### src/rtl/softmax_denom_accum_if.sv
// Handshake bundle for softmax_denom_accum.
//   master : producer of exponentials and consumer of (num, den) pairs (testbench / datapath)
//   slave  : the accumulator block itself
// Signals:
//   in_valid/in_ready/in_exp           element input stream
//   out_valid/out_ready                pair output handshake
//   out_num/out_den/out_idx/out_last   replayed element, vector sum, position, last flag
//   sat/zero_sum                       per-vector status, meaningful while draining
interface softmax_denom_accum_if #(
  parameter int unsigned N  = 8,
  parameter int unsigned DW = 8,
  parameter int unsigned SW = 9,
  parameter int unsigned IW = $clog2(N)
);
  logic          in_valid;
  logic          in_ready;
  logic [DW-1:0] in_exp;
  logic          out_valid;
  logic          out_ready;
  logic [DW-1:0] out_num;
  logic [SW-1:0] out_den;
  logic [IW-1:0] out_idx;
  logic          out_last;
  logic          sat;
  logic          zero_sum;

  modport master (
    output in_valid, in_exp, out_ready,
    input  in_ready, out_valid, out_num, out_den, out_idx, out_last, sat, zero_sum
  );

  modport slave (
    input  in_valid, in_exp, out_ready,
    output in_ready, out_valid, out_num, out_den, out_idx, out_last, sat, zero_sum
  );
endinterface

### src/rtl/softmax_denom_accum.sv
// Approximate-softmax denominator accumulator, feeding the 9-bit-denominator divider.
// Collects N exponentials (one per accepted cycle) into a buffer while summing them with
// saturation, then replays every element as a registered (numerator, denominator) pair.
// Ports:
//   clk   rising-edge clock
//   rst_n synchronous active-low reset
//   bus   softmax_denom_accum_if slave modport (input stream, output pairs, status flags)
module softmax_denom_accum #(
  parameter int unsigned N  = 8,
  parameter int unsigned DW = 8,
  parameter int unsigned SW = 9,
  parameter int unsigned IW = $clog2(N)
) (
  input logic                   clk,
  input logic                   rst_n,
  softmax_denom_accum_if.slave  bus
);

  typedef enum logic [0:0] {StAccum, StDrain} state_e;

  localparam logic [IW-1:0] LastIdx = IW'(N - 1);

  state_e        r_state;
  logic [DW-1:0] r_buf [N];
  logic [IW-1:0] r_wr_ptr;
  logic [IW-1:0] r_rd_ptr;
  logic [SW-1:0] r_sum;
  logic          r_sat_acc;
  logic          r_in_ready;
  logic          r_out_valid;
  logic [DW-1:0] r_out_num;
  logic [SW-1:0] r_out_den;
  logic          r_out_last;
  logic          r_sat;
  logic          r_zero_sum;

  logic          w_in_hs;
  logic          w_out_hs;
  logic [SW:0]   w_sum_ext;
  logic          w_ovf;
  logic [SW-1:0] w_sum_sat;
  logic [IW-1:0] w_rd_nxt;

  assign w_in_hs   = r_in_ready & bus.in_valid;
  assign w_out_hs  = r_out_valid & bus.out_ready;
  // One extra bit catches the carry; anything with that bit set exceeds 2^SW - 1.
  assign w_sum_ext = {1'b0, r_sum} + (SW + 1)'(bus.in_exp);
  assign w_ovf     = w_sum_ext[SW];
  assign w_sum_sat = w_ovf ? {SW{1'b1}} : w_sum_ext[SW-1:0];
  assign w_rd_nxt  = r_rd_ptr + 1'b1;

  // Element storage needs no reset; only slots written this vector are ever read.
  always_ff @(posedge clk) begin
    if (rst_n && w_in_hs) begin
      r_buf[r_wr_ptr] <= bus.in_exp;
    end
  end

  always_ff @(posedge clk) begin
    if (!rst_n) begin
      r_state     <= StAccum;
      r_wr_ptr    <= '0;
      r_rd_ptr    <= '0;
      r_sum       <= '0;
      r_sat_acc   <= 1'b0;
      r_in_ready  <= 1'b1;
      r_out_valid <= 1'b0;
      r_out_num   <= '0;
      r_out_den   <= '0;
      r_out_last  <= 1'b0;
      r_sat       <= 1'b0;
      r_zero_sum  <= 1'b0;
    end else begin
      unique case (r_state)
        StAccum: begin
          if (w_in_hs) begin
            r_sum     <= w_sum_sat;
            r_sat_acc <= r_sat_acc | w_ovf;
            if (r_wr_ptr == LastIdx) begin
              r_state     <= StDrain;
              r_wr_ptr    <= '0;
              r_rd_ptr    <= '0;
              r_in_ready  <= 1'b0;
              r_out_valid <= 1'b1;
              // Slot 0 was filled on an earlier cycle since N >= 2.
              r_out_num   <= r_buf[0];
              r_out_last  <= 1'b0;
              r_sat       <= r_sat_acc | w_ovf;
              // A zero sum is replaced by 1 so the divider never sees Y == 0.
              if (w_sum_sat == '0) begin
                r_out_den  <= SW'(1);
                r_zero_sum <= 1'b1;
              end else begin
                r_out_den  <= w_sum_sat;
                r_zero_sum <= 1'b0;
              end
            end else begin
              r_wr_ptr <= r_wr_ptr + 1'b1;
            end
          end
        end
        StDrain: begin
          if (w_out_hs) begin
            if (r_out_last) begin
              r_state     <= StAccum;
              r_in_ready  <= 1'b1;
              r_out_valid <= 1'b0;
              r_rd_ptr    <= '0;
              r_sum       <= '0;
              r_sat_acc   <= 1'b0;
              r_wr_ptr    <= '0;
              r_out_num   <= '0;
              r_out_den   <= '0;
              r_out_last  <= 1'b0;
              r_sat       <= 1'b0;
              r_zero_sum  <= 1'b0;
            end else begin
              r_rd_ptr   <= w_rd_nxt;
              r_out_num  <= r_buf[w_rd_nxt];
              r_out_last <= (w_rd_nxt == LastIdx);
            end
          end
        end
      endcase
    end
  end

  assign bus.in_ready  = r_in_ready;
  assign bus.out_valid = r_out_valid;
  assign bus.out_num   = r_out_num;
  assign bus.out_den   = r_out_den;
  assign bus.out_idx   = r_rd_ptr;
  assign bus.out_last  = r_out_last;
  assign bus.sat       = r_sat;
  assign bus.zero_sum  = r_zero_sum;

endmodule

### src/flat_wrapper.sv
// flat-port wrapper written by rule: the top's interface ports become plain ports
module softmax_denom_accum_flat 
#(
  parameter int unsigned N  = 8,
  parameter int unsigned DW = 8,
  parameter int unsigned SW = 9,
  parameter int unsigned IW = $clog2(N)
)
  (clk, rst_n, bus_in_valid, bus_in_exp, bus_out_ready, bus_in_ready, bus_out_valid, bus_out_num, bus_out_den, bus_out_idx, bus_out_last, bus_sat, bus_zero_sum);
  softmax_denom_accum_if #(.N(N), .DW(DW), .SW(SW), .IW(IW)) bus_i ();
  input logic clk;
  input logic rst_n;
  input wire logic [$bits(bus_i.in_valid)-1:0] bus_in_valid;
  input wire logic [$bits(bus_i.in_exp)-1:0] bus_in_exp;
  input wire logic [$bits(bus_i.out_ready)-1:0] bus_out_ready;
  output wire logic [$bits(bus_i.in_ready)-1:0] bus_in_ready;
  output wire logic [$bits(bus_i.out_valid)-1:0] bus_out_valid;
  output wire logic [$bits(bus_i.out_num)-1:0] bus_out_num;
  output wire logic [$bits(bus_i.out_den)-1:0] bus_out_den;
  output wire logic [$bits(bus_i.out_idx)-1:0] bus_out_idx;
  output wire logic [$bits(bus_i.out_last)-1:0] bus_out_last;
  output wire logic [$bits(bus_i.sat)-1:0] bus_sat;
  output wire logic [$bits(bus_i.zero_sum)-1:0] bus_zero_sum;
  assign bus_i.in_valid = bus_in_valid;
  assign bus_i.in_exp = bus_in_exp;
  assign bus_i.out_ready = bus_out_ready;
  assign bus_in_ready = bus_i.in_ready;
  assign bus_out_valid = bus_i.out_valid;
  assign bus_out_num = bus_i.out_num;
  assign bus_out_den = bus_i.out_den;
  assign bus_out_idx = bus_i.out_idx;
  assign bus_out_last = bus_i.out_last;
  assign bus_sat = bus_i.sat;
  assign bus_zero_sum = bus_i.zero_sum;
  softmax_denom_accum #(.N(N), .DW(DW), .SW(SW), .IW(IW)) u_core (.clk(clk), .rst_n(rst_n), .bus(bus_i));
endmodule
### config.mk
export PLATFORM = sky130hd
export DESIGN_NAME = softmax_denom_accum_flat
export DESIGN_NICKNAME = d
export VERILOG_FILES = /design/src/rtl/softmax_denom_accum_if.sv /design/src/rtl/softmax_denom_accum.sv /design/src/flat_wrapper.sv
export SDC_FILE = /design/constraint.sdc
export NUM_CORES = 1
export LEC_CHECK = 0
export BUFFER_PORTS_ARGS = -buffer_cell sky130_fd_sc_hd__buf_4
export CAP_MARGIN = 20
export CORE_UTILIZATION = 59
export CTS_CLUSTER_SIZE = 14
export DETAILED_ROUTE_END_ITERATION = 6
export GPL_TIMING_DRIVEN = 0
export HOLD_SLACK_MARGIN = 0.08
export PLACE_DENSITY = 0.81
export SETUP_SLACK_MARGIN = 0.5
export SYNTH_ARGS = -nofsm -noshare
export SYNTH_HDL_FRONTEND = slang
export SYNTH_SLANG_ARGS = --single-unit
### constraint.sdc
create_clock -name clk -period 2.7 [get_ports clk]
set_input_delay 0.135 -clock clk [delete_from_list [all_inputs] [get_ports clk]]
set_output_delay 0.135 -clock clk [all_outputs]
set_load 0.03 [all_outputs]
==> results.cfg, run 1 <==
[run_status]
outcome = finished, final reports clean

[place]
dp_cells = 468
dpl.hpwl_mm = 6.76
post-place-ws_ps = 292
placement.io_buffers = 35
gp_congestion = 0.880

[worst_hold_path]
worst_hold_path_type = in -> reg

[sta]
max_clock_freq_mhz = 447
timing.setup.tns_ps = 0
rsz0062_at_grt = yes
report.final.setup_viol = 0
maxSlewViolCount = 0
worst_pin_slew_ps = 895
max_slew_margin = 0.401
fin_crit_sh = 0.829
final_period_minus_worst_setup_slack_ps = 2240
postLayoutSetupSlackWorst_ps = 462
fin_hold_ws_ps = 143
finalClockSkew_ps = 8.61
final_hold_viol_count = 0

[clock_network]
cts_root_buffer = sky130_fd_sc_hd__clkbuf_8
clkLatencyLatePin_ps = 360
cts_buffer_depth = 2
clk_pin_slew_ps = 100
cts_tree = done
ctsHtreeMaxLevel = 3
tritoncts.num_buffers = 9
tritoncts_num_sinks = 103

[critical_path]
critical_path.max_fanout = 9
start_kind = primary input
worstSetupPathType = in -> reg
timing.critical_path.arrival_ps = 2540
crit_path_top_delay_cell = sky130_fd_sc_hd__dlygate4sd3_1
cp_buf_inv_count = 2
worst_path_dominant_cell_family = compound AO/OA/AOI/OAI gates
crit_path_max_incr_delay_ps = 540
timing.critical_path.cells = dlygate4sd3_1, buf_4, ha_1, and3_1, a221o_1, nor2_2, xor2_2, a211o_1, a21oi_2
worst-endpoint-required_ps = 3000
end_kind = flop

[floorplanning]
dieWidth_microns = 89.0
rows = 31
die_area_sq_um = 7930
io-pin-count = 37
initial_core_util = 0.613
chipHeight_microns = 89.0
fp.coreArea_sq_um = 7290

[global_routing]
grt_usage = 0.264
grt_overflow_total = 0
grt_max_degree = 18
number_of_global_route_vias_before_repair = 3005
number_of_antenna_violations_at_the_first_check_in_global_routing = 0
first_pass_grt_wire_length_mm = 15.1

[drt]
detail_route.wl_per_cell_microns = 20.0
drt_first_iter_violations = 190
vias = 3105
totalWireLength_mm = 10.1
detail_route.drc_violations = 0
detail_route.first_pass.iterations = 4
detail_route.vias_per_cell = 6.17
antenna_violating_nets_post_route = 0

[job]
max_cap_violations = 0

[cells_and_area]
antennaDiodeCount = 0
finalCoreUtilization = 0.734
finish.net_count = 424
area_growth_syn_to_layout_pct = 19.7
fillCellCount = 482
final_layout_size_suffix_gt1_frac = 0.292
layout.cells.non_filler = 503

[power_and_ir_drop]
power_per_cell_area_nw_per_um2 = 564
power_leakage_nw = 2.06
vdd_ir_drop_max_v = 0.000305

[synthesis]
synthesis.area_sq_um = 4470
synth_commonest_cells = sky130_fd_sc_hd__edfxtp_1 (64), sky130_fd_sc_hd__dfxtp_1 (39), sky130_fd_sc_hd__o21ai_0 (29)
cell_types_with_the_largest_area_share_after_synthesis = sky130_fd_sc_hd__edfxtp_1 (43%), sky130_fd_sc_hd__dfxtp_1 (17%), sky130_fd_sc_hd__mux4_2 (8.1%)
ys_seq_area_frac = 0.605
synth_area_leader_cell = sky130_fd_sc_hd__edfxtp_1
synth_enable_flop_cells = 64
synth.net_count = 357
yosys_warnings = 0
synthMostInstantiatedCell = sky130_fd_sc_hd__edfxtp_1
synth.distinct_cells = 56
synth_largest_type_area_fraction = 0.430
postSynth.asyncResetShare = 0
ys_ff_latch = 103
syn_inst = 332
synth_flop_cell = sky130_fd_sc_hd__edfxtp_1
avg_inst_size_synth_sq_um = 13.5
==> worst register-to-register path, delay by kind of cell (launching register included) <==
kind | cells | cell delay, ps
xor gates and xnor gates | 1 | 110
and+or+nand+nor | 1 | 140
adders and majority gates | 2 | 550
AOI/OAI and AO/OA | 4 | 1010
DFF | 1 | 340
==> power by group <==
part | total, mW | switching (mW) | leakage [nW] | internal, mW
logic | 0.324 | 0.191 | 1.07 | 0.132
registers | 1.72 | 0.0223 | 0.896 | 1.70
clock network | 0.974 | 0.538 | 0.0944 | 0.436
==> registers in the layout, indices dropped and copies added (netlist names) <==
name and count:
u_core.r_state 1, u_core.bus.out_num 8, u_core.r_wr_ptr 3, u_core.bus.out_den 9
u_core.bus.out_last 1, u_core.bus.zero_sum 1, u_core.r_sum 9, u_core.bus.out_idx 3
u_core.bus.in_ready 1, u_core.bus.out_valid 1, u_core.bus.sat 1, u_core.r_buf 64
u_core.r_sat_acc 1
==> final timing paths <==
| kind | end | slack [ps] | start | cells past startpoint |
|---|---|---|---|---|
| setup / recovery | u_core.r_sum[6]$_SDFFE_PN0P_ | 460 | bus_in_exp[4] | 9 |
| hold reg to reg | u_core.bus.sat$_SDFFE_PN0P_ | 450 | u_core.bus.sat$_SDFFE_PN0P_ | 2 |
| setup reg to reg | u_core.r_sum[6]$_SDFFE_PN0P_ | 480 | u_core.r_sum[0]$_SDFFE_PN0P_ | 8 |
| hold / removal | u_core.r_state$_SDFF_PN0_ | 140 | bus_out_ready | 4 |
==> layout make-up <==
type | instances | area, sq um | share of cell area
Tap cell | 99 | 124 | 0.0231
Clock buffer | 10 | 128 | 0.0238
Buffer | 13 | 110 | 0.0206
Multi-Input combinational cell | 212 | 1740 | 0.326
Timing Repair Buffer | 56 | 453 | 0.0846
Inverter | 4 | 15.0 | 0.00281
Clock inverter | 6 | 70.1 | 0.0131
Sequential cell | 103 | 2710 | 0.506
==> stage by stage <==
stage               power (mW)  cell area, sq um
floorplan                 1.94              4480
global placement          2.02              4860
detailed placement        2.03              4870
CTS                       2.99              5210
global route              3.10              5350
finish                    3.02              5350
==> cells in the final DEF (no fill, tap or decap), types with 6 or more instances in the layout <==
master,synthesis,final
sky130_fd_sc_hd__edfxtp_1,64,64
sky130_fd_sc_hd__buf_4,1,45
sky130_fd_sc_hd__dfxtp_1,39,36
sky130_fd_sc_hd__o21ai_0,29,28
sky130_fd_sc_hd__nand2_1,24,23
sky130_fd_sc_hd__nor2_1,23,22
sky130_fd_sc_hd__mux4_2,16,16
sky130_fd_sc_hd__a21oi_1,10,10
sky130_fd_sc_hd__mux2i_1,9,9
sky130_fd_sc_hd__dlygate4sd3_1,1,9
sky130_fd_sc_hd__ha_1,12,9
sky130_fd_sc_hd__clkbuf_8,0,9
sky130_fd_sc_hd__o211a_1,8,8
sky130_fd_sc_hd__nand3_1,7,7
sky130_fd_sc_hd__clkbuf_1,5,6
==> kinds of logic after synthesis <==
group	count (synthesis)	synth area share
muxes	25	0.101
buffers and inverters	17	0.0196
AOI/OAI and AO/OA	79	0.119
DFF	103	0.605
xor gates and xnor gates	5	0.0115
adders and majority gates	13	0.0381
and+or+nand+nor	90	0.107
==> layer usage <==
metal	vias up	GRT usage	share of wire
li1	1406	-	-
met1	1529	0.332	0.41
met2	134	0.436	0.49
met3	36	0.0526	0.056
met4	0	0.144	0.036
met5	-	0	0
==> repair_timing <==
item	4_1_cts	5_1_grt
setup endpoints to repair	14	27
setup buffers	1	9
pin swaps	2	5
cloned	0	1
hold buffers	8	0
endpoints found under the hold margin	64	0
resized for setup	14	12
(Power assumes the default switching activity.)
==> run 2: changes to the inputs <==
clock period = 2.3 ns   (was 2.7 ns; I/O delays follow)
==> run 2 against run 1 <==
Final area is 4.4% higher; die area stayed put; critical path depth is 1 lower; sequential share of layout area down 2.1 points; wire length is 2.4% higher; utilization is 3.2 points higher.
==> results.cfg, run 2 (synthesis results as in run 1) <==
[critical_path]
start_kind = flop
worstSetupPathType = reg -> reg
timing.critical_path.cells = ha_4, fa_2, a21o_1, a221o_1, nor2_2, xor2_2, a211o_1, a21oi_2
timing.critical_path.arrival_ps = 2520
crit_path_top_delay_cell = sky130_fd_sc_hd__fa_2
end_kind = flop
worst-endpoint-required_ps = 2590
crit_path_max_incr_delay_ps = 380
critical_path.max_fanout = 3

[sta]
final_hold_viol_count = 0
final_period_minus_worst_setup_slack_ps = 2230
worst_pin_slew_ps = 756
fin_crit_sh = 0.970
rsz0062_at_grt = yes
finalClockSkew_ps = 13.7
report.final.setup_viol = 0
maxSlewViolCount = 0
max_clock_freq_mhz = 448
max_slew_margin = 0.494

[run_status]
outcome = finished, final reports clean

[cells_and_area]
finalCoreUtilization = 0.766
ff_latch_area_sq_um = 2710
largest_register_ff_count = 64
largest-register = u_core.r_buf
finish.net_count = 426
most_common_cell_after_layout_fill_and_taps_aside = sky130_fd_sc_hd__edfxtp_1
final_layout_size_suffix_gt1_frac = 0.357
fillCellCount = 443
antennaDiodeCount = 0
layout.cells.non_filler = 505
area_growth_syn_to_layout_pct = 25.0
final_cell_mix = sky130_fd_sc_hd__edfxtp_1 (64), sky130_fd_sc_hd__buf_4 (45), sky130_fd_sc_hd__dfxtp_1 (33), sky130_fd_sc_hd__nand2_1 (22)
final_design_area_no_fill_sq_um = 5590
multiInputGateArea_sq_um = 1900

[drt]
totalWireLength_mm = 10.3
detail_route.wl_per_cell_microns = 20.4
detail_route.vias_per_cell = 6.13
detail_route.first_pass.iterations = 5
antenna_violating_nets_post_route = 0
drt_first_iter_violations = 221
vias = 3095
detail_route.drc_violations = 0

[power_and_ir_drop]
power_per_cell_area_nw_per_um2 = 660
comb_power_share = 0.116
fin_total_pwr_mw = 3.69
vdd_ir_drop_max_v = 0.000370
p_int_mw = 2.80
switching_component_of_the_power_uw = 890
power.sequential.fraction = 0.550
p_clk_frac = 0.334
power_leakage_nw = 2.12
power_switching_share = 0.241

[clock_network]
ctsHtreeMaxLevel = 3
tritoncts_num_sinks = 103
cts_buffer_depth = 2
tritoncts.num_buffers = 9
clkLatencyLatePin_ps = 360
clk_pin_slew_ps = 100
cts_root_buffer = sky130_fd_sc_hd__clkbuf_8
cts_tree = done

[floorplanning]
chipHeight_microns = 89.0
dieWidth_microns = 89.0
fp.coreArea_sq_um = 7290
rows = 31
die_area_sq_um = 7930
io-pin-count = 37
initial_core_util = 0.613

[place]
dpl.hpwl_mm = 6.72
postPlaceCellArea_sq_um = 4940
dp_cells = 467
placement.io_buffers = 35
gp_congestion = 0.872

[global_routing]
global_route.peak_usage_layer = met2
number_of_global_route_vias_before_repair = 2974
grt_max_degree = 18
globalRouteMet2Util = 0.471
grt_usage = 0.279
global_route.usage.met3 = 0.0360
grt_overflow_total = 0
first_pass_grt_wire_length_mm = 15.6
number_of_antenna_violations_at_the_first_check_in_global_routing = 0
grtUsageMet1 = 0.357

[worst_hold_path]
worst_hold_path_type = in -> reg

[job]
max_cap_violations = 0
[run 2: per-stage QoR]
| step | hold slack [ps] | TNS [ps] | worst slack, ps |
|---|---|---|---|
| floorplan | 214 | 0 | 262 |
| finish | 139 | 0 | 70.1 |
| CTS | 117 | 0 | 65.9 |
| detailed placement | 380 | 0 | 77.0 |
| global route | 152 | -14.2 | -14.2 |
| global placement | 368 | 0 | 94.3 |
[run 2: worst max-delay path: cells and delay by family, from the launching register on]
kind                     cells  cell delay [ps]
AO/OA/AOI/OAI                4             1030
adder cells (fa/ha/maj)      2              540
flip-flops                   1              340
AND/OR/NAND/NOR              1              140
XOR/XNOR                     1              110
[run 2: what timing repair did]
item / in CTS / in global routing
hold buffers: 9 / 0
gates resized for setup: 32 / 22
buffers inserted: 11 / 1
cloned: 1 / 0
hold endpoints to repair: 65 / 0
pin swaps: 14 / 13
endpoints found under the setup margin: 40 / 63
[run 2: worst paths after layout]
| check | startpoint | endpoint | slack (ps) | cells after the start |
|---|---|---|---|---|
| setup / recovery | u_core.r_sum[0]$_SDFFE_PN0P_ | u_core.r_sum[6]$_SDFFE_PN0P_ | 70 | 8 |
| hold / removal | rst_n | u_core.r_sat_acc$_SDFFE_PN0P_ | 140 | 3 |
| setup reg to reg | u_core.r_sum[0]$_SDFFE_PN0P_ | u_core.r_sum[6]$_SDFFE_PN0P_ | 70 | 8 |
| hold reg to reg | u_core.bus.sat$_SDFFE_PN0P_ | u_core.bus.sat$_SDFFE_PN0P_ | 450 | 2 |
[run 2: power groups by stage]
stage                     logic (mW)  registers [mW]  clock network, mW
after floorplan                0.229            2.06                  0
after global placement         0.321            2.06                  0
after detailed placement       0.332            2.06                  0
after CTS                      0.392            2.02               1.23
after global routing           0.456            2.03               1.30
final                          0.429            2.03               1.23
[run 2: cell type report]
cell class                 count  share of cell area
buffer                        13              0.0208
clock buffer                   9              0.0222
clock inverter                 7              0.0170
inverter                       4             0.00493
multi-input combinational    212               0.339
sequential                   103               0.485
tap                           99              0.0222
timing repair buffer          58              0.0880
[run 2: layer usage]
layer  wire (microns)  vias up
met5                0        -
met4              291        0
met3              592       25
met2             5200      141
met1             4220     1508
li1                 -     1421
==> run 3: changes to the inputs <==
ABC_AREA = 1   (was default)
CORE_UTILIZATION = 54   (was 59)
PLACE_DENSITY = 0.78   (was 0.81)
clock period = 1.92 ns   (was 2.3 ns; I/O delays follow)
==> run 3 against run 2 <==
The flow now finishes with violations (negative setup slack); power up 29%; non-clock buffer count is 50 higher; final area grew 23%; clock skew rose by 1.4 ps; combinational power up 120%; synthesized cell count up 49%; sequential cell count stayed put; critical path depth is 1 higher; sequential share of layout area shrank 8.7 points; hold slack improved by 25 ps; via count up 52%; sequential power rose by 20%; largest cell class unchanged; largest power group unchanged; highest routed layer unchanged.
==> results.cfg, run 3 <==
[synthesis]
avg_inst_size_synth_sq_um = 9.43
synth_flop_cell = sky130_fd_sc_hd__edfxtp_1
ys_seq_area_frac = 0.580
synth_largest_type_area_fraction = 0.413
postSynth.asyncResetShare = 0
synth_enable_flop_cells = 64
synth.distinct_cells = 38
ys_ff_latch = 103
cell_types_with_the_largest_area_share_after_synthesis = sky130_fd_sc_hd__edfxtp_1 (41%), sky130_fd_sc_hd__dfxtp_1 (17%), sky130_fd_sc_hd__nand2_1 (8.1%)
synthesis.area_sq_um = 4660
synth_area_leader_cell = sky130_fd_sc_hd__edfxtp_1
syn_inst = 494
synthMostInstantiatedCell = sky130_fd_sc_hd__nand2_1
yosys_warnings = 0
synth.net_count = 519
synth_commonest_cells = sky130_fd_sc_hd__nand2_1 (101), sky130_fd_sc_hd__edfxtp_1 (64), sky130_fd_sc_hd__nor2_1 (64)

[clock_network]
tritoncts_num_sinks = 103
clkLatencyLatePin_ps = 380
tritoncts.num_buffers = 9
cts_tree = done
ctsHtreeMaxLevel = 3
cts_buffer_depth = 2
clk_pin_slew_ps = 110
cts_root_buffer = sky130_fd_sc_hd__clkbuf_8

[place]
placement.io_buffers = 36
post-place-ws_ps = -106
dp_cells = 635
dpl.hpwl_mm = 7.86
gp_congestion = 0.878

[cells_and_area]
layout.cells.non_filler = 720
final_cell_mix = sky130_fd_sc_hd__buf_4 (74), sky130_fd_sc_hd__nand2_1 (69), sky130_fd_sc_hd__edfxtp_1 (64), sky130_fd_sc_hd__nor2_1 (46), sky130_fd_sc_hd__inv_1 (31)
largest_register_ff_count = 64
largest-register = u_core.r_buf
finish.net_count = 635
area_growth_syn_to_layout_pct = 47.3
most_common_cell_after_layout_fill_and_taps_aside = sky130_fd_sc_hd__buf_4
antennaDiodeCount = 0
final_layout_size_suffix_gt1_frac = 0.468
finalCoreUtilization = 0.827

[critical_path]
start_kind = flop
crit_path_top_delay_cell = sky130_fd_sc_hd__fa_2
crit_path_max_incr_delay_ps = 410
critical_path.max_fanout = 3
cp_buf_inv_count = 1
worstSetupPathType = reg -> reg
end_kind = flop
timing.critical_path.arrival_ps = 2310
timing.critical_path.cells = ha_4, fa_2, buf_6, xor2_4, nor3_2, nand3_1, nor2_2, nand3_2, nand2_1
worst-endpoint-required_ps = 2250
worst_path_dominant_cell_family = simple AND/OR/NAND/NOR gates

[sta]
postLayoutSetupSlackWorst_ps = -57.0
report.final.setup_viol = 5
max_clock_freq_mhz = 506
finalClockSkew_ps = 15.1
maxSlewViolCount = 0
timing.setup.tns_ps = -224
max_slew_margin = 0.518
worst_pin_slew_ps = 723
final_hold_viol_count = 0
final_period_minus_worst_setup_slack_ps = 1980
rsz0062_at_grt = yes
fin_crit_sh = 1.03

[global_routing]
globalRouteMet2Util = 0.540
grt_usage = 0.332
first_pass_grt_wire_length_mm = 21.6
global_route.usage.met3 = 0.0910
grtUsageMet1 = 0.391
grt_overflow_total = 0
number_of_antenna_violations_at_the_first_check_in_global_routing = 0
number_of_global_route_vias_before_repair = 4270
grt_max_degree = 18
global_route.peak_usage_layer = met2

[floorplanning]
dieWidth_microns = 94.9
io-pin-count = 37
die_area_sq_um = 9000
chipHeight_microns = 94.9
rows = 33
fp.coreArea_sq_um = 8300
initial_core_util = 0.561

[drt]
vias = 4702
antenna_violating_nets_post_route = 0
drt_first_iter_violations = 708
detail_route.first_pass.iterations = 6
detail_route.wl_per_cell_microns = 24.7
totalWireLength_mm = 17.8
detail_route.drc_violations = 0
detail_route.vias_per_cell = 6.53

[run_status]
outcome = complete, but fails checks
violations = negative setup slack

[power_and_ir_drop]
power_per_cell_area_nw_per_um2 = 693
fin_total_pwr_mw = 4.76
vdd_ir_drop_max_v = 0.000399
power_leakage_nw = 2.80

[job]
max_cap_violations = 0

[worst_hold_path]
worst_hold_path_type = in -> reg
==> run 3: cells by family after synthesis <==
| kind of cell | after synthesis | share of synthesized area |
|---|---|---|
| compound gates | 95 | 0.114 |
| buf+inv | 62 | 0.0583 |
| fa+ha+maj | 13 | 0.0365 |
| simple gates | 217 | 0.203 |
| flops | 103 | 0.580 |
| xor+xnor | 4 | 0.00752 |
==> run 3: per-stage QoR <==
stage / hold WS (ps) / area (sq um)
6_report: 164 / 6860
3_3_place_gp: 371 / 5310
2_1_floorplan: 195 / 4910
4_1_cts: 136 / 6290
5_1_grt: 166 / 6860
3_5_place_dp: 381 / 5310
==> run 3: final timing paths <==
check / from / end / slack [ps] / depth (start not counted)
max: u_core.r_sum[0]$_SDFFE_PN0P_ / u_core.bus.out_den[0]$_SDFFE_PN0P_ / -60 / 9
min: rst_n / u_core.bus.out_last$_SDFFE_PN0P_ / 160 / 3
max reg2reg: u_core.r_sum[0]$_SDFFE_PN0P_ / u_core.bus.out_den[0]$_SDFFE_PN0P_ / -60 / 9
min reg2reg: u_core.bus.out_den[6]$_SDFFE_PN0P_ / u_core.bus.out_den[6]$_SDFFE_PN0P_ / 490 / 2
==> run 3: routing by layer <==
layer | vias up | routed length, microns
met5 | - | 0
met4 | 0 | 1050
met3 | 125 | 2190
met2 | 461 | 8660
met1 | 2200 | 5870
li1 | 1916 | -
==> run 3: layout make-up <==
class | count | area [sq um]
sequential | 103 | 2730
multi-input combinational | 329 | 2500
fill | 356 | 1440
timing repair buffer | 104 | 925
inverter | 45 | 211
clock buffer | 13 | 169
buffer | 17 | 165
tap | 105 | 131
clock inverter | 3 | 23.8
timing repair inverter | 1 | 5.00
==> run 3: worst reg2reg max path, stage by stage, from the launching register on <==
cell,delay [ps]
sky130_fd_sc_hd__dfxtp_2,350
sky130_fd_sc_hd__ha_4,160
sky130_fd_sc_hd__fa_2,410
sky130_fd_sc_hd__buf_6,150
sky130_fd_sc_hd__xor2_4,160
sky130_fd_sc_hd__nor3_2,210
sky130_fd_sc_hd__nand3_1,130
sky130_fd_sc_hd__nor2_2,150
sky130_fd_sc_hd__nand3_2,120
sky130_fd_sc_hd__nand2_1,80
==> run 3: power by group <==
part	switching (mW)	leakage (nW)	total (mW)	internal [mW]
logic	0.541	1.79	0.924	0.383
clock network	0.809	0.101	1.40	0.589
registers	0.0418	0.901	2.44	2.39
==> run 3: what timing repair did <==
item / 4_1_cts / 5_1_grt
hold buffers: 8 / 0
resized for setup: 94 / 113
buffers inserted: 41 / 16
endpoints found under the hold margin: 64 / 0
pin swaps: 39 / 57
cloned: 2 / 2
setup endpoints to repair: 102 / 101
